`src/rtl/enigma_rotor_stepper.sv`:
```
// enigma_rotor_stepper: Enigma odometer stepping (with double-step) feeding a one-entry valid/ready output register
module enigma_rotor_stepper #(
  parameter int unsigned R1_NOTCH = 16,
  parameter int unsigned R2_NOTCH = 4,
  parameter int unsigned R3_NOTCH = 21,
  parameter int unsigned CNT_W    = 16
) (
  input  logic             clk,
  input  logic             rst,
  input  logic             key_valid,
  input  logic [5:0]       key_in,
  output logic             key_ready,
  input  logic             load,
  input  logic [5:0]       load_r1,
  input  logic [5:0]       load_r2,
  input  logic [5:0]       load_r3,
  output logic             out_valid,
  input  logic             out_ready,
  output logic [5:0]       data_out,
  output logic [5:0]       r1_pos,
  output logic [5:0]       r2_pos,
  output logic [5:0]       r3_pos,
  output logic             r3_at_notch,
  output logic             err,
  output logic [CNT_W-1:0] char_count
);
  localparam logic [5:0] N1 = 6'(R1_NOTCH);
  localparam logic [5:0] N2 = 6'(R2_NOTCH);
  localparam logic [5:0] N3 = 6'(R3_NOTCH);
  logic load_ok, take, accept, bad_key, step2, step3;
  function automatic logic [5:0] inc(input logic [5:0] x);
    return x == 6'd25 ? 6'd0 : x + 6'd1;
  endfunction
  assign key_ready   = !out_valid || out_ready;
  assign load_ok     = load_r1 <= 6'd25 && load_r2 <= 6'd25 && load_r3 <= 6'd25;
  assign take        = key_valid && key_ready && !load;
  assign accept      = take && key_in <= 6'd25;
  assign bad_key     = take && key_in > 6'd25;
  assign step2       = r1_pos == N1 || r2_pos == N2;
  assign step3       = r2_pos == N2;
  assign r3_at_notch = r3_pos == N3;
  always_ff @(posedge clk) begin
    if (!rst) begin
      r1_pos     <= '0;
      r2_pos     <= '0;
      r3_pos     <= '0;
      data_out   <= '0;
      out_valid  <= 1'b0;
      err        <= 1'b0;
      char_count <= '0;
    end else begin
      err <= (load && !load_ok) || bad_key;
      if (load && load_ok) begin
        r1_pos     <= load_r1;
        r2_pos     <= load_r2;
        r3_pos     <= load_r3;
        out_valid  <= 1'b0;
        char_count <= '0;
      end else if (accept) begin
        r1_pos     <= inc(r1_pos);
        r2_pos     <= step2 ? inc(r2_pos) : r2_pos;
        r3_pos     <= step3 ? inc(r3_pos) : r3_pos;
        data_out   <= key_in;
        out_valid  <= 1'b1;
        char_count <= char_count + CNT_W'(1);
      end else if (out_ready) begin
        out_valid <= 1'b0;
      end
    end
  end
endmodule

```
`config.mk`:
```
export PLATFORM = sky130hd
export DESIGN_NAME = enigma_rotor_stepper
export DESIGN_NICKNAME = d
export VERILOG_FILES = /design/src/rtl/enigma_rotor_stepper.sv
export SDC_FILE = /design/constraint.sdc
export NUM_CORES = 1
export LEC_CHECK = 0
export ABC_CLOCK_PERIOD_IN_PS = 4200
export BUFFER_PORTS_ARGS = -buffer_cell sky130_fd_sc_hd__buf_2
export CAP_MARGIN = 10
export CORE_UTILIZATION = 30
export DETAILED_ROUTE_END_ITERATION = 10
export PLACE_DENSITY = 0.64
export SYNTH_ARGS = -nofsm -noshare
export SYNTH_HDL_FRONTEND = slang
export SYNTH_SLANG_ARGS = --single-unit
```
`constraint.sdc`:
```
create_clock -name clk -period 4.2 [get_ports clk]
set_input_delay 0.63 -clock clk [delete_from_list [all_inputs] [get_ports clk]]
set_output_delay 0.63 -clock clk [all_outputs]
set_load 0.1 [all_outputs]
```
-- Yosys cells after proc, flatten, opt, wreduce, memory -nomap -nowiden
Cells that the tools add are included.
- $add $sub $neg: 4
- order comparisons: 5
- equality and inequality tests: 6
- muxes and demuxes: 13
- bitwise gates (word level): 2
- reductions and logical operators: 22
- operators by type and width (kind ; number):
    2-to-1 mux 6 bit ; 11
    equality test 6 x 5 -> 1 bit (second input constant) ; 5
    <= comparator 6 x 5 -> 1 bit (second input constant) ; 4
    adder 6 x 1 -> 6 bit (second input constant) ; 3
    adder 16 x 1 -> 16 bit (second input constant) ; 1
    logical AND 1 bit ; 8
    nonzero test 2 bit ; 4
    equality test 6 x 3 -> 1 bit (second input constant) ; 1
    > comparator 6 x 5 -> 1 bit (second input constant) ; 1
    AND reduction 2 bit ; 3
    logical NOT 1 bit ; 3
    logical OR 1 bit ; 3
    2-to-1 mux 1 bit ; 2
    NOT 1 bit ; 2
    OR reduction 2 bit ; 1
- flip-flop bits (word level): 42
- output and inout bits: 44
- logic and storage cells: 59

-- Longest topological paths before layout
- depth in word-level cells: 7
- depth in mapped cells: 7
- gate-level depth less buffers: 7

-- Worst setup path after synthesis
OpenSTA, ideal clock, no wires.
- path kind: register -> output
- from: reg r3_pos[0]
- to: out r3_at_notch
- arrival: 2279 ps
- data required time: 3570 ps
- setup slack: 1291 ps
- cell stages (with the launch flop): 4
- path buffers: 0
- cell sequence: dfxtp_1 -> ha_1 -> nor2b_1 -> and4b_1
- cells in the longest elaborated chain, start to end: 1
- RTL lines (element ; line ; source):
    start: declaration ; 22 ; output logic [5:0] r3_pos,
    start signal: assignment ; 56 ; r3_pos <= load_r3;
    start signal: assignment ; 62 ; r3_pos <= step3 ? inc(r3_pos) : r3_pos;
    equality test 6 x 5 -> 1 bit ; 41 ; assign r3_at_notch = r3_pos == N3;
    end: declaration ; 23 ; output logic r3_at_notch,
No other way between the ends.

-- Worst setup path in the final report
- from: in load_r1[5]
- to: reg r3_pos[4]
- cells in the longest elaborated chain, start to end: 6
- elaborated cells between the ends (all ways): 8
- classes of those cells: order compare: 1; mux: 1; reduce/logical: 6
- RTL lines (element ; line ; source):
    start: declaration ; 14 ; input logic [5:0] load_r1,
    <= comparator 6 x 5 -> 1 bit (*) ; 35 ; assign load_ok = load_r1 <= 6'd25 && load_r2 <= 6'd25 && load_r3 <= 6'd25;
    logical AND 1 bit (*) (2 in a row) ; 35 ;
    logical AND 1 bit (*) ; 53 ; if (load && load_ok) begin
    nonzero test 2 bit (no line) ; n/a ;
    AND reduction 2 bit (no line) ; n/a ;
Every way passes the cells marked *; elsewhere a longest branch is shown, timed or not.
A chain may end at the register's enable or synchronous reset.

==> results.json <==
{
  "outcome": "finished, final reports clean",
  "hold_start": "data_out[1]",
  "hold_slack_ns": 0.458,
  "maxCapViolations": 0,
  "fp.dieW_um": 88.6,
  "timing.final.ws_setup_ns": 1.77,
  "clock-sinks": 42,
  "area_growth_pct": 24.5,
  "maxSlewHeadroom": 0.490,
  "whs_path_depth": 2,
  "rsz0062_at_grt": "false",
  "finalCriticalPeriod_ns": 2.43,
  "pre_cts_ws_ns": 1.45,
  "place.gp.congestion": 0.814,
  "initial_core_util": 0.310,
  "reg2reg_to": "r2_pos[0]",
  "cts_tree": "built",
  "overflow": 0,
  "top_usage_layer": "met2",
  "drt_iter0_drc": 68,
  "ios": 73,
  "grt_max_degree": 23,
  "synth.area.top_cells": "dfxtp_1, xnor2_1, ha_1",
  "io_buffers": 72,
  "async_flop_share": 0,
  "ant_nets": 0,
  "worstHoldEndpoint": "data_out[1]",
  "clkLatencyLatePin_ns": 0.30,
  "startpoint_type": "input pin",
  "diodes": 0,
  "wl_mm": 5.91,
  "criticalPathCategory": "input pin to flop",
  "clockBufferDepth": 2,
  "post_drt_via_cell_ratio": 5.10,
  "cp.arrival_ns": 2.58,
  "post_cts_resized": 0,
  "clkSlewWorstSetupHoldPaths_ns": 0.08,
  "syn-cell-area_mm2": 0.00225,
  "cts_root_buffer": "clkbuf_8",
  "grtUsageTotal": 0.155,
  "synthDominantCellAreaShare": 0.374,
  "yosysWarnings": 0,
  "h-tree-depth": 2,
  "avgSynthCellArea_um2": 8.24,
  "met2_usage": 0.248,
  "tns_ns": 0,
  "rows": 31,
  "drt_pass1_iterations": 4,
  "tightest_slew_ns": 0.763,
  "synth-main-ff-cell": "dfxtp_1",
  "die_area_mm2": 0.00785,
  "cp.required_ns": 4.36,
  "rrSetupSlack_ns": 1.99,
  "p_leak_nw": 1.14,
  "fmax_ghz": 0.412,
  "synth-edff-count": 0,
  "gr-usage-met3": 0.0317,
  "dp_cells": 435,
  "post_cts_buffers": 0,
  "grt_pass1_wl_mm": 9.49,
  "peakVddDrop_mv": 0.122,
  "cts_buffers": 5,
  "via_count": 2261,
  "dp_hpwl_mm": 4.32,
  "finClkSkew_ns": 0.00569,
  "hold_class": "flop to flop",
  "finalNetCount": 381,
  "yosysTopAreaCell": "dfxtp_1",
  "final_core_util": 0.386,
  "r2r_cells": 5,
  "ys_ff_latch": 42,
  "synth_cell_types": 48,
  "routedWlPerCell_um": 13.3,
  "grt_pass1_vias": 2002,
  "synthCells": 273,
  "antenna_found_initial": 0,
  "ys_seq_area_frac": 0.374,
  "critPathMaxFanout": 22,
  "layout-drive-gt1-share": 0.256,
  "worstSetupEndpointType": "flop",
  "finalCritPeriodShare": 0.578,
  "use_met1": 0.209,
  "power_density_mw_per_mm2": 299,
  "drcViolationCount": 0,
  "instances_no_fill": 443,
  "rr_startpoint": "out_valid",
  "maxSlewViolCount": 0,
  "dieHeight_um": 88.6,
  "syn_nets": 311,
  "setup_viol": 0,
  "report.final.hold_viol_count": 0,
  "core_area_mm2": 0.00725,
  "postCtsHoldBufs": 0
}
==> Yosys cell counts (all sizes together) (3+ instances only) <==
library cell,n
ha,9
o31ai,3
or4,3
buf,6
clkbuf,4
nor2b,5
dfxtp,42
and3,8
xor2,3
or3,3
a31oi,9
nor4,9
xnor2,14
o211ai,4
nor2,24
nand2,30
inv,10
nand3,19
a21oi,14
nand4,5
o21ai,14
nor3,7
and2,3
==> kinds of logic (layout without fill, tap and decap cells) <==
logic type      after synthesis  in the layout  share of synthesized area
compound gates               54             54                      0.148
xor+xnor                     17             17                     0.0662
fa+ha+maj                     9              9                     0.0501
buf+inv                      20             91                     0.0389
flops                        42             42                      0.374
mux                           3              3                     0.0139
simple gates                128            128                      0.309
==> area by class of cell <==
type / instances / area (um^2)
multi-input combinational: 211 / 1320
sequential: 42 / 841
clock buffer: 8 / 110
tap: 99 / 124
fill: 799 / 4450
timing repair buffer: 73 / 368
inverter: 10 / 37.5
==> through the flow <==
| step | power, mW | cell area (um^2) |
|---|---|---|
| finish | 0.838 | 2800 |
| global route | 0.873 | 2800 |
| CTS | 0.847 | 2800 |
| detailed placement | 0.539 | 2690 |
| global placement | 0.538 | 2690 |
| floorplan | 0.506 | 2250 |
==> state kept, by name, indices dropped and copies added (netlist names) <==
name and flops:
char_count 16, r1_pos 6, r2_pos 6, err 1, r3_pos 6, out_valid 1, data_out 6
==> worst max path at each step <==
stage                          start           to  slack (ns)  cells past startpoint
after global routing      load_r1[5]    r2_pos[2]        1.48                      5
after global placement    load_r1[5]    r2_pos[2]        1.54                      5
final                     load_r1[5]    r3_pos[4]        1.77                      5
after CTS                 load_r1[5]    r3_pos[4]        1.77                      5
after floorplan            r3_pos[0]  r3_at_notch        1.29                      3
after detailed placement  load_r1[5]    r3_pos[4]        1.45                      5
==> cells in the final DEF, fill, tap and decap left out, drive strengths merged, types with 4 or more instances in the layout <==
master / Yosys / layout
ha: 9 / 9
clkbuf: 4 / 8
a31oi: 9 / 9
nor2: 24 / 24
nand3: 19 / 19
xnor2: 14 / 14
inv: 10 / 10
nor4: 9 / 9
o211ai: 4 / 4
nor3: 7 / 7
a21oi: 14 / 14
dfxtp: 42 / 42
and3: 8 / 8
nand4: 5 / 5
o21ai: 14 / 14
buf: 6 / 73
nor2b: 5 / 5
nand2: 30 / 30
==> layer usage <==
layer | part of all wire | vias to the layer above
met5 | 0 | -
met1 | 0.48 | 1063
met2 | 0.46 | 75
met4 | 0.0063 | 0
met3 | 0.053 | 4
li1 | - | 1119
==> power by group <==
part           internal [mW]  switching, mW
Sequential             0.405        0.00796
Combinational         0.0281         0.0889
Clock                  0.166          0.143
==> critical path: stages <==
cell     delay [ns]
buf_2          0.10
nor4b_1        0.46
nand4_1        0.46
nand2_1        0.74
o21ai_0        0.19
Power figures use the tool's default switching activity.
